### src/rtl/lcd_cmd_host.sv
// lcd_cmd_host: host-side command issuer for the LCD image controller.
// Upstream pushes 4-bit command codes into a small FIFO; this block pops
// them one at a time and presents each as a single-cycle cmd_valid strobe
// whenever the controller is not busy. A WRITE (code 0) is followed by a
// wait for done, reported as a one-cycle seq_done pulse, with a timeout
// guard. Issue count and sticky error flags are kept for status.
module lcd_cmd_host #(
  parameter int DEPTH   = 8,
  parameter int AW      = 3,
  parameter int TIMEOUT = 256
) (
  input  logic       clk,
  input  logic       reset,
  input  logic [3:0] in_cmd,
  input  logic       in_valid,
  output logic       in_ready,
  output logic [3:0] cmd,
  output logic       cmd_valid,
  input  logic       busy,
  input  logic       done,
  output logic       seq_done,
  output logic [7:0] issued_cnt,
  output logic       err_code,
  output logic       err_timeout
);

  // Width of the WAIT_DONE cycle counter; it must be able to hold TIMEOUT.
  localparam int TW = $clog2(TIMEOUT + 1);

  // Largest legal command code; anything above is rejected at the input.
  localparam logic [3:0] MAX_CODE = 4'd12;

  // WRITE is the only command that is followed by a done handshake.
  localparam logic [3:0] CMD_WRITE = 4'd0;

  typedef enum logic [1:0] {
    IDLE,
    ISSUE,
    HOLD,
    WAIT_DONE
  } state_t;

  state_t state;
  state_t state_next;

  // FIFO storage and bookkeeping
  logic [3:0]  mem [DEPTH];
  logic [AW-1:0] wr_ptr;
  logic [AW-1:0] rd_ptr;
  logic [AW:0]   count;
  logic          full;
  logic          empty;
  logic [3:0]    head;

  // Input-side qualifiers
  logic push;
  logic bad_code;

  // FSM action strobes
  logic pop;
  logic load_cmd;
  logic cnt_inc;
  logic tmo_clr;
  logic tmo_inc;
  logic tmo_set_err;
  logic seq_done_d;

  // WAIT_DONE cycle counter
  logic [TW-1:0] tmo_cnt;
  logic          tmo_last;

  assign full     = (count == (AW+1)'(DEPTH));
  assign empty    = (count == '0);
  assign in_ready = !full;
  assign head     = mem[rd_ptr];

  assign push     = in_valid && in_ready && (in_cmd <= MAX_CODE);
  assign bad_code = in_valid && in_ready && (in_cmd >  MAX_CODE);

  assign tmo_last = (tmo_cnt == TW'(TIMEOUT - 1));

  // FIFO storage write; contents need no reset because count gates reads.
  always_ff @(posedge clk) begin
    if (push) begin
      mem[wr_ptr] <= in_cmd;
    end
  end

  // FIFO pointers and occupancy; push and pop in one cycle leave count as is.
  always_ff @(posedge clk) begin
    if (!reset) begin
      wr_ptr <= '0;
      rd_ptr <= '0;
      count  <= '0;
    end else begin
      if (push) begin
        wr_ptr <= wr_ptr + AW'(1);
      end
      if (pop) begin
        rd_ptr <= rd_ptr + AW'(1);
      end
      case ({push, pop})
        2'b10:   count <= count + (AW+1)'(1);
        2'b01:   count <= count - (AW+1)'(1);
        default: count <= count;
      endcase
    end
  end

  // State register.
  always_ff @(posedge clk) begin
    if (!reset) begin
      state <= IDLE;
    end else begin
      state <= state_next;
    end
  end

  // Next-state logic.
  always_comb begin
    state_next = state;
    case (state)
      IDLE: begin
        if (!busy && !empty) begin
          state_next = ISSUE;
        end
      end
      ISSUE: begin
        state_next = HOLD;
      end
      HOLD: begin
        if (cmd == CMD_WRITE) begin
          state_next = WAIT_DONE;
        end else begin
          state_next = IDLE;
        end
      end
      WAIT_DONE: begin
        if (done || tmo_last) begin
          state_next = IDLE;
        end
      end
      default: begin
        state_next = IDLE;
      end
    endcase
  end

  // Per-state action strobes; done wins over a timeout in the same cycle.
  always_comb begin
    pop         = 1'b0;
    load_cmd    = 1'b0;
    cnt_inc     = 1'b0;
    tmo_clr     = 1'b0;
    tmo_inc     = 1'b0;
    tmo_set_err = 1'b0;
    seq_done_d  = 1'b0;
    case (state)
      IDLE: begin
        if (!busy && !empty) begin
          pop      = 1'b1;
          load_cmd = 1'b1;
        end
      end
      ISSUE: begin
        cnt_inc = 1'b1;
      end
      HOLD: begin
        if (cmd == CMD_WRITE) begin
          tmo_clr = 1'b1;
        end
      end
      WAIT_DONE: begin
        if (done) begin
          seq_done_d = 1'b1;
        end else begin
          tmo_inc = 1'b1;
          if (tmo_last) begin
            tmo_set_err = 1'b1;
          end
        end
      end
      default: begin
        pop = 1'b0;
      end
    endcase
  end

  // Registered controller-facing outputs; cmd keeps its last issued value.
  always_ff @(posedge clk) begin
    if (!reset) begin
      cmd       <= '0;
      cmd_valid <= 1'b0;
      seq_done  <= 1'b0;
    end else begin
      cmd_valid <= load_cmd;
      seq_done  <= seq_done_d;
      if (load_cmd) begin
        cmd <= head;
      end
    end
  end

  // Issue counter, wrapping naturally at 8 bits.
  always_ff @(posedge clk) begin
    if (!reset) begin
      issued_cnt <= '0;
    end else if (cnt_inc) begin
      issued_cnt <= issued_cnt + 8'd1;
    end
  end

  // WAIT_DONE cycle counter, restarted on entry from HOLD.
  always_ff @(posedge clk) begin
    if (!reset) begin
      tmo_cnt <= '0;
    end else if (tmo_clr) begin
      tmo_cnt <= '0;
    end else if (tmo_inc) begin
      tmo_cnt <= tmo_cnt + TW'(1);
    end
  end

  // Sticky error flags, cleared only by reset.
  always_ff @(posedge clk) begin
    if (!reset) begin
      err_code    <= 1'b0;
      err_timeout <= 1'b0;
    end else begin
      if (bad_code) begin
        err_code <= 1'b1;
      end
      if (tmo_set_err) begin
        err_timeout <= 1'b1;
      end
    end
  end

endmodule

### config.mk
export PLATFORM = sky130hd
export DESIGN_NAME = lcd_cmd_host
export DESIGN_NICKNAME = d
export VERILOG_FILES = /design/src/rtl/lcd_cmd_host.sv
export SDC_FILE = /design/constraint.sdc
export NUM_CORES = 1
export LEC_CHECK = 0
export ABC_AREA = 1
export CORE_ASPECT_RATIO = 1.25
export CORE_UTILIZATION = 55
export DETAILED_ROUTE_END_ITERATION = 10
export PLACE_DENSITY = 0.76
export RECOVER_POWER = 25
export SLEW_MARGIN = 20
export SYNTH_ARGS = -nofsm -noshare
export SYNTH_HDL_FRONTEND = slang
export SYNTH_SLANG_ARGS = --single-unit
### constraint.sdc
create_clock -name clk -period 3.07 [get_ports clk]
set_input_delay 0.614 -clock clk [delete_from_list [all_inputs] [get_ports clk]]
set_output_delay 0.614 -clock clk [all_outputs]
set_load 0.02 [all_outputs]
==> results of run 1 <==
==> through the flow <==
step                      hold WS (ns)  instances  area [um2]
after CTS                        0.479        479        3650
final                            0.472        479        3640
after detailed placement         0.460        463        3450
after floorplan                  0.440        379        3150
after global placement           0.448        463        3450
after global routing             0.505        479        3640
==> power breakdown <==
| group | switching (mW) | total, mW | internal, mW |
|---|---|---|---|
| combinational | 0.482 | 0.778 | 0.296 |
| clock | 0.330 | 0.725 | 0.395 |
| sequential | 0.135 | 1.20 | 1.07 |
==> layer usage <==
layer | global-route usage | vias to the layer above | part of all wire
li1 | - | 1276 | -
met1 | 0.241 | 1140 | 0.40
met2 | 0.422 | 57 | 0.53
met3 | 0.0593 | 9 | 0.048
met4 | 0.100 | 0 | 0.016
met5 | 0 | - | 0
==> worst max-delay path, cell delays in order <==
cell	delay, ns
dlygate4sd3_1	0.65
o21ai_1	0.29
nand3_2	0.20
ha_1	0.29
nand2_1	0.08
inv_1	0.05
nor2_1	0.12
ha_1	0.16
a21oi_1	0.04
xnor2_1	0.13
o21ai_0	0.15
inv_1	0.05
==> cell families after synthesis <==
group           Yosys count
xor+xnor                  3
compound gates           40
buf+inv                  73
flops                    69
fa+ha+maj                 8
simple gates            186
==> placed cells by master, fill, tap and decap left out, types with 4 or more instances in the layout <==
cell type and instances:
ha_1 8, nand2_1 93, nor2_1 36, inv_1 61
nand4_1 4, nor3_1 5, dlygate4sd3_1 4, clkdlybuf4s50_1 21
edfxtp_1 32, nand3_1 34, nand3_2 4, dfxtp_1 37
o21ai_0 12, clkbuf_8 10, a21oi_1 23
==> cell usage after synthesis (all sizes together), types with 4 or more instances <==
| library cell | number | area share |
|---|---|---|
| o21ai | 13 | 0.021 |
| nor3 | 6 | 0.011 |
| nand3 | 38 | 0.067 |
| ha | 8 | 0.032 |
| a21oi | 23 | 0.037 |
| inv | 64 | 0.076 |
| nand2 | 93 | 0.11 |
| or2 | 4 | 0.0088 |
| buf | 6 | 0.012 |
| dfxtp | 37 | 0.24 |
| nand4 | 4 | 0.0080 |
| nor2 | 38 | 0.049 |
| edfxtp | 32 | 0.31 |
==> worst min path at each step <==
| stage | to | slack [ns] | cells past startpoint |
|---|---|---|---|
| after floorplan | tmo_cnt[8] | 0.44 | 2 |
| after global placement | tmo_cnt[8] | 0.45 | 2 |
| after detailed placement | tmo_cnt[8] | 0.46 | 2 |
| after CTS | err_code | 0.48 | 1 |
| after global routing | tmo_cnt[1] | 0.50 | 2 |
| final | err_code | 0.47 | 1 |
==> cell type report <==
type	count	area, um2
Timing Repair Buffer	28	269
Sequential cell	69	1700
Inverter	65	244
Fill cell	461	1840
Multi-Input combinational cell	237	1160
Tap cell	64	80.1
Clock inverter	4	47.5
Clock buffer	12	145
==> registers in the layout, indices dropped and copies added (netlist names) <==
| signal | count |
|---|---|
| err_timeout | 1 |
| count | 4 |
| mem | 32 |
| tmo_cnt | 9 |
| rd_ptr | 3 |
| wr_ptr | 3 |
| cmd_valid | 1 |
| err_code | 1 |
| state | 2 |
| seq_done | 1 |
| cmd | 4 |
| issued_cnt | 8 |
==> results.cfg, run 1 <==
[global_routing]
antenna_found_initial = 0
grt_pass1_wl_mm = 10.3
grt_overflow = 0
grt_use_total = 0.227
grt_pass1_vias = 2305
grt_max_degree = 19

[synth]
synthFlopType = dfxtp_1
synth_cell_types = 31
ys_seq_elements = 69
synth-edff-count = 32
synth.cell_area_um2 = 3150
syn_avg_cell_area_um2 = 8.30
muxShareOfSynthArea = 0
ys_warn_count = 0
synthAdderAreaFrac = 0.0318
synth_compound_area_frac = 0.0668
async_reset_ff_frac = 0
synth-simple-area-share = 0.261
synth-xor-area-share = 0.00835
synth.yosys.seq_area_share = 0.541
synth_top_family_by_area = simple AND/OR/NAND/NOR gates
postSynthCellCount = 379
mappedNetlistNets = 396

[timing]
setup_slack_ns = 0.487
fmax_mhz = 387
hold_viol_final = 0
period_needed_ns = 2.58
relSlewSlack = 0.540
tns_ns = 0
finalCritPeriodShare = 0.841
finalSetupViolations = 0
slew_violations = 0
grt_setup_unrepaired = no
skew_ns = 0.00664
worstMarginPinSlew_ns = 0.689

[status]
status = complete, no violations

[finish]
syn_to_final_growth_pct = 15.8
fin_util = 0.665
diodes = 0
drive_gt1_frac = 0.0675
nNetsFinal = 427

[setup_path]
cp_data_arrival_time_ns = 2.83
r2r_setup_slack_ns = 0.96
cp-endpoint = count[2]
start_kind = input port
end_kind = flop
startpoint = in_cmd[1]
crit_required_ns = 3.31
reg2reg_depth = 13
reg2reg_to = count[2]
r2r_start = count[0]
criticalPathCategory = in -> reg
cp_max_fo = 9

[pwr]
finalPower_mw = 2.71
power_density_nw_per_um2 = 743
p_leak_nw = 1.54
vdd.ir_drop.worst_mv = 0.470

[routing]
firstDrtPassIters = 4
drt_wl_total_mm = 6.31
via_count = 2482
first_iter_violations = 146
viasPerCell = 5.18
drc = 0
wl_per_cell_um = 13.2
drt.antenna.violating_nets = 0

[clocking]
cts_made_buffers = 9
clk_pin_slew_ns = 0.07
postCtsSetupBuffers = 0
ctsHoldBuffers = 0
htreeDepth = 3
insertion_delay_ns = 0.34
clkSinkCount = 69
cts-resized-gates = 0
cts_buffer_depth = 2
clockRootBuffer = clkbuf_8
cts_tree = yes

[die]
die_w_um = 69.6
start_util = 0.574
die_h_um = 86.6
rows = 30
fp.coreArea_um2 = 5480
dieArea_um2 = 6030
io_pins = 26

[flow_run]
cap_violations = 0

[min_path]
hold_path.startpoint = err_code
hold_class = reg -> reg

[placed_design]
port_buffers = 25
dp_hpwl_mm = 4.55
pre_cts_slack_ns = 0.220
gp_congestion = 0.865
Note: power is estimated with default switching activity, not from simulation.
==> inputs of run 2 (changes only) <==
CORE_UTILIZATION = 52   (was 55)
clock period = 2.37 ns   (was 3.07 ns; I/O delays follow)
==> run 2 against run 1 <==
Net effect: first-iteration DRC count rose by 34%; routed wire length is 2.0% higher; global-route usage down 0.57 points; via count up 2.9%; sequential share of layout area shrank 0.43 points; final cell count rose by 1.9%; largest power group unchanged; worst setup slack got worse by 0.23 ns; register-to-register slack got worse by 0.55 ns; core utilization decreased by 3.3 points; non-clock buffer count increased by 7; clock skew rose by 0.0016 ns.
==> results.cfg, run 2 (synthesized netlist as in run 1, its figures left out) <==
[status]
status = complete, no violations

[routing]
drt_wl_total_mm = 6.43
viasPerCell = 5.23
first_iter_violations = 195
via_count = 2554
drc = 0
wl_per_cell_um = 13.2
drt.antenna.violating_nets = 0
firstDrtPassIters = 5

[clocking]
ctsHoldBuffers = 0
htreeDepth = 3
postCtsSetupBuffers = 0
cts_buffer_depth = 2
insertion_delay_ns = 0.34
cts_tree = yes
cts-resized-gates = 0
clk_pin_slew_ns = 0.07
clkSinkCount = 69
clockRootBuffer = clkbuf_8
cts_made_buffers = 9

[setup_path]
crit_required_ns = 2.60
critical_path.cell_chain = clkdlybuf4s50_1 -> o21ai_1 -> nand3_2 -> ha_1 -> nand2_1 -> inv_1 -> nor2_1 -> ha_1 -> a21oi_1 -> xnor2_1 -> o21ai_0 -> inv_1
end_kind = flop
crit_path_top_delay_cell = clkdlybuf4s50_1
criticalPathCategory = in -> reg
critPathMaxStageDelay_ns = 0.41
cp_max_fo = 4
start_kind = input port
cp_data_arrival_time_ns = 2.34
startpoint = in_cmd[0]
r2r_start = count[0]

[pwr]
p_leak_nw = 1.56
power_density_nw_per_um2 = 959
vdd.ir_drop.worst_mv = 0.689

[min_path]
hold_class = reg -> reg
hold_path.startpoint = tmo_cnt[8]

[global_routing]
antenna_found_initial = 0
grt_pass1_wl_mm = 10.6
grt_overflow = 0
grt_max_degree = 19
grt_pass1_vias = 2451
grt_use_total = 0.221

[timing]
slew_violations = 0
period_needed_ns = 2.11
fmax_mhz = 473
tns_ns = 0
setup_slack_ns = 0.256
finalCritPeriodShare = 0.892
skew_ns = 0.00825
relSlewSlack = 0.690
hold_viol_final = 0
finalSetupViolations = 0
worstMarginPinSlew_ns = 0.465
grt_setup_unrepaired = no

[die]
start_util = 0.541
rows = 31
io_pins = 26
fp.coreArea_um2 = 5820
dieArea_um2 = 6370
die_w_um = 71.6
die_h_um = 89.0

[finish]
largest_reg_flops = 32
syn_to_final_growth_pct = 16.9
diodes = 0
fillCellCount = 504
regArea_um2 = 1700
drive_gt1_frac = 0.0735
multi_input_area_um2 = 1160
final_common_cell = nand2_1
top_register = mem
layout_common_cells = nand2_1, inv_1, dfxtp_1
reg_top3 = mem x32, tmo_cnt x9, issued_cnt x8
nNetsFinal = 434

[placed_design]
gp_congestion = 0.936
port_buffers = 25
pre_cts_slack_ns = -0.0937
dp_hpwl_mm = 4.75

[flow_run]
cap_violations = 0
run 2: cell count changes in the layout (fill, tap and decap cells not counted):
cell and change:
clkdlybuf4s50_1 +4, clkbuf_8 -1, clkinv_1 +1, dlygate4sd3_1 -4, buf_4 +4, clkbuf_1 +3
run 2: path summary, 6_finish.rpt:
| check | endpoint | slack, ns | depth (start not counted) |
|---|---|---|---|
| max | count[2] | 0.26 | 12 |
| min | tmo_cnt[8] | 0.47 | 2 |
| max reg2reg | count[2] | 0.41 | 13 |
| min reg2reg | tmo_cnt[8] | 0.47 | 2 |
run 2: area by class of cell:
class | instances | area share
Sequential cell | 69 | 0.463
Inverter | 65 | 0.0663
Timing Repair Buffer | 35 | 0.0844
Tap cell | 66 | 0.0225
Clock buffer | 11 | 0.0357
Multi-Input combinational cell | 237 | 0.314
Clock inverter | 5 | 0.0140
run 2: metrics by stage:
| stage | power, mW | utilization | std cells | hold WS [ns] | cell area, um2 |
|---|---|---|---|---|---|
| 6_report | 3.53 | 0.632 | 488 | 0.471 | 3680 |
| 4_1_cts | 3.53 | 0.635 | 488 | 0.470 | 3690 |
| 3_3_place_gp | 2.59 | 0.603 | 472 | 0.448 | 3510 |
| 3_5_place_dp | 2.63 | 0.603 | 472 | 0.458 | 3510 |
| 2_1_floorplan | 2.28 | - | 379 | 0.440 | 3150 |
| 5_1_grt | 3.73 | 0.632 | 488 | 0.493 | 3680 |
run 2: metal layers:
layer / vias to the layer above / track usage / part of all wire / wire length [um]
met1: 1184 / 0.246 / 0.43 / 2780
met4: 0 / 0.148 / 0.036 / 229
met3: 22 / 0.0519 / 0.040 / 256
met2: 63 / 0.381 / 0.49 / 3160
li1: 1285 / - / - / -
met5: - / 0 / 0 / 0
run 2: worst max-delay path: cells and delay by family:
family,cells,cell delay (ns)
and+or+nand+nor,3,0.34
AOI/OAI and AO/OA,3,0.46
adders and majority gates,2,0.42
buffers and inverters,3,0.52
xor gates and xnor gates,1,0.13
run 2: where the power goes:
group | switching, mW | internal [mW]
combinational | 0.673 | 0.420
sequential | 0.142 | 1.39
clock | 0.426 | 0.480
==> inputs of run 3 (changes only) <==
CORE_UTILIZATION = 40   (was 52)
PLACE_DENSITY = default   (was 0.76)
==> run 3 against run 2 <==
Net effect: fmax down 2.5%; non-clock buffer count increased by 7; clock skew fell by 0.0027 ns; routed wire length up 1.4%; via count shrank 0.43%; hold slack gained 0.0020 ns; power is 0.49% higher; largest cell class unchanged.
==> results.cfg, run 3 (synthesized netlist as in run 1, its figures left out) <==
[status]
status = complete, no violations

[placed_design]
port_buffers = 25
dp_hpwl_mm = 4.73
gp_congestion = 0.784
dp.cells = 505

[die]
dieArea_um2 = 8220
rows = 35
die_w_um = 81.3
start_util = 0.420
die_h_um = 101
fp.coreArea_um2 = 7490
io_pins = 26

[pwr]
internal_power_mw = 2.31
p_comb_frac = 0.313
vdd.ir_drop.worst_mv = 0.597
power_density_nw_per_um2 = 939
p_leak_nw = 1.61
finalPower_mw = 3.54
seq_power_share = 0.428
swShare = 0.347
clockPowerShare = 0.259
power_switching_mw = 1.23

[timing]
relSlewSlack = 0.694
skew_ns = 0.00555
worstMarginPinSlew_ns = 0.458
grt_setup_unrepaired = no
finalCritPeriodShare = 0.915
finalSetupViolations = 0
period_needed_ns = 2.17
hold_viol_final = 0
slew_violations = 0
fmax_mhz = 461

[clocking]
cts_tree = yes
cts_buffer_depth = 2
postCtsSetupBuffers = 0
ctsHoldBuffers = 0
clk_pin_slew_ns = 0.07
insertion_delay_ns = 0.34
htreeDepth = 3
clockRootBuffer = clkbuf_8
clkSinkCount = 69
cts_made_buffers = 9
cts-resized-gates = 0

[min_path]
hold_path.startpoint = tmo_cnt[8]
hold_class = reg -> reg

[finish]
final_common_cell = nand2_1
layout_common_cells = nand2_1, inv_1, dfxtp_1
reg_top3 = mem x32, tmo_cnt x9, issued_cnt x8
syn_to_final_growth_pct = 20.0
nNetsFinal = 441
diodes = 0
final_cells = 521
largest_reg_flops = 32
top_register = mem
drive_gt1_frac = 0.0956

[global_routing]
grt_max_degree = 19
grt_pass1_wl_mm = 10.9
grt_overflow = 0
grt_pass1_vias = 2377
grt_use_total = 0.180
antenna_found_initial = 0

[setup_path]
startpoint = in_cmd[2]
cp_data_arrival_time_ns = 2.40
r2r_start = count[0]
criticalPathCategory = in -> reg
cp_max_fo = 3
start_kind = input port
crit_required_ns = 2.60
end_kind = flop

[routing]
firstDrtPassIters = 4
via_count = 2543
first_iter_violations = 151
wl_per_cell_um = 12.5
viasPerCell = 4.88
drt.antenna.violating_nets = 0
drt_wl_total_mm = 6.52
drc = 0

[flow_run]
cap_violations = 0
## run 3: area by class of cell
class,count,area (um2)
Clock inverter,3,16.3
Clock buffer,13,178
Sequential cell,69,1700
Inverter,65,244
Multi-Input combinational cell,237,1160
Timing Repair Buffer,42,363
Fill cell,716,3710
Tap cell,92,115
## run 3: through the flow
step,setup WS [ns],hold slack (ns),util,area [um2],setup TNS (ns)
after floorplan,0.466,0.440,-,3150,0
after global placement,-0.0577,0.448,0.480,3590,-0.0577
after detailed placement,-0.121,0.458,0.480,3590,-0.152
after CTS,0.242,0.471,0.506,3790,0
after global routing,0.0918,0.504,0.504,3770,0
final,0.202,0.473,0.504,3770,0
## run 3: worst paths after layout
check	endpoint	slack, ns	cells after the start
worst max-delay path	count[2]	0.20	14
worst min-delay path	tmo_cnt[8]	0.47	2
worst max register to register	count[2]	0.49	13
worst min register to register	tmo_cnt[8]	0.47	2
## run 3: layer usage
| layer | vias to the layer above | GRT usage | wire (um) |
|---|---|---|---|
| met5 | - | 0 | 0 |
| met4 | 0 | 0.111 | 260 |
| met3 | 20 | 0.0432 | 307 |
| met2 | 50 | 0.294 | 3010 |
| met1 | 1171 | 0.211 | 2940 |
| li1 | 1302 | - | - |
## run 3: worst max-delay path, stage by stage
cell	delay [ns]
dlygate4sd3_1	0.55
nand2_1	0.06
inv_1	0.03
o21ai_1	0.15
nand3_2	0.11
ha_1	0.25
nand2_1	0.08
inv_1	0.05
nor2_1	0.12
ha_1	0.16
a21oi_1	0.05
xnor2_1	0.13
o21ai_0	0.13
inv_1	0.05
## run 3: power by group through the flow
stage / sequential, mW / combinational [mW] / clock (mW)
CTS: 1.52 / 1.12 / 0.942
floorplan: 1.55 / 0.726 / 0
global route: 1.54 / 1.25 / 1.00
global placement: 1.54 / 1.10 / 0
finish: 1.52 / 1.11 / 0.917
detailed placement: 1.54 / 1.12 / 0
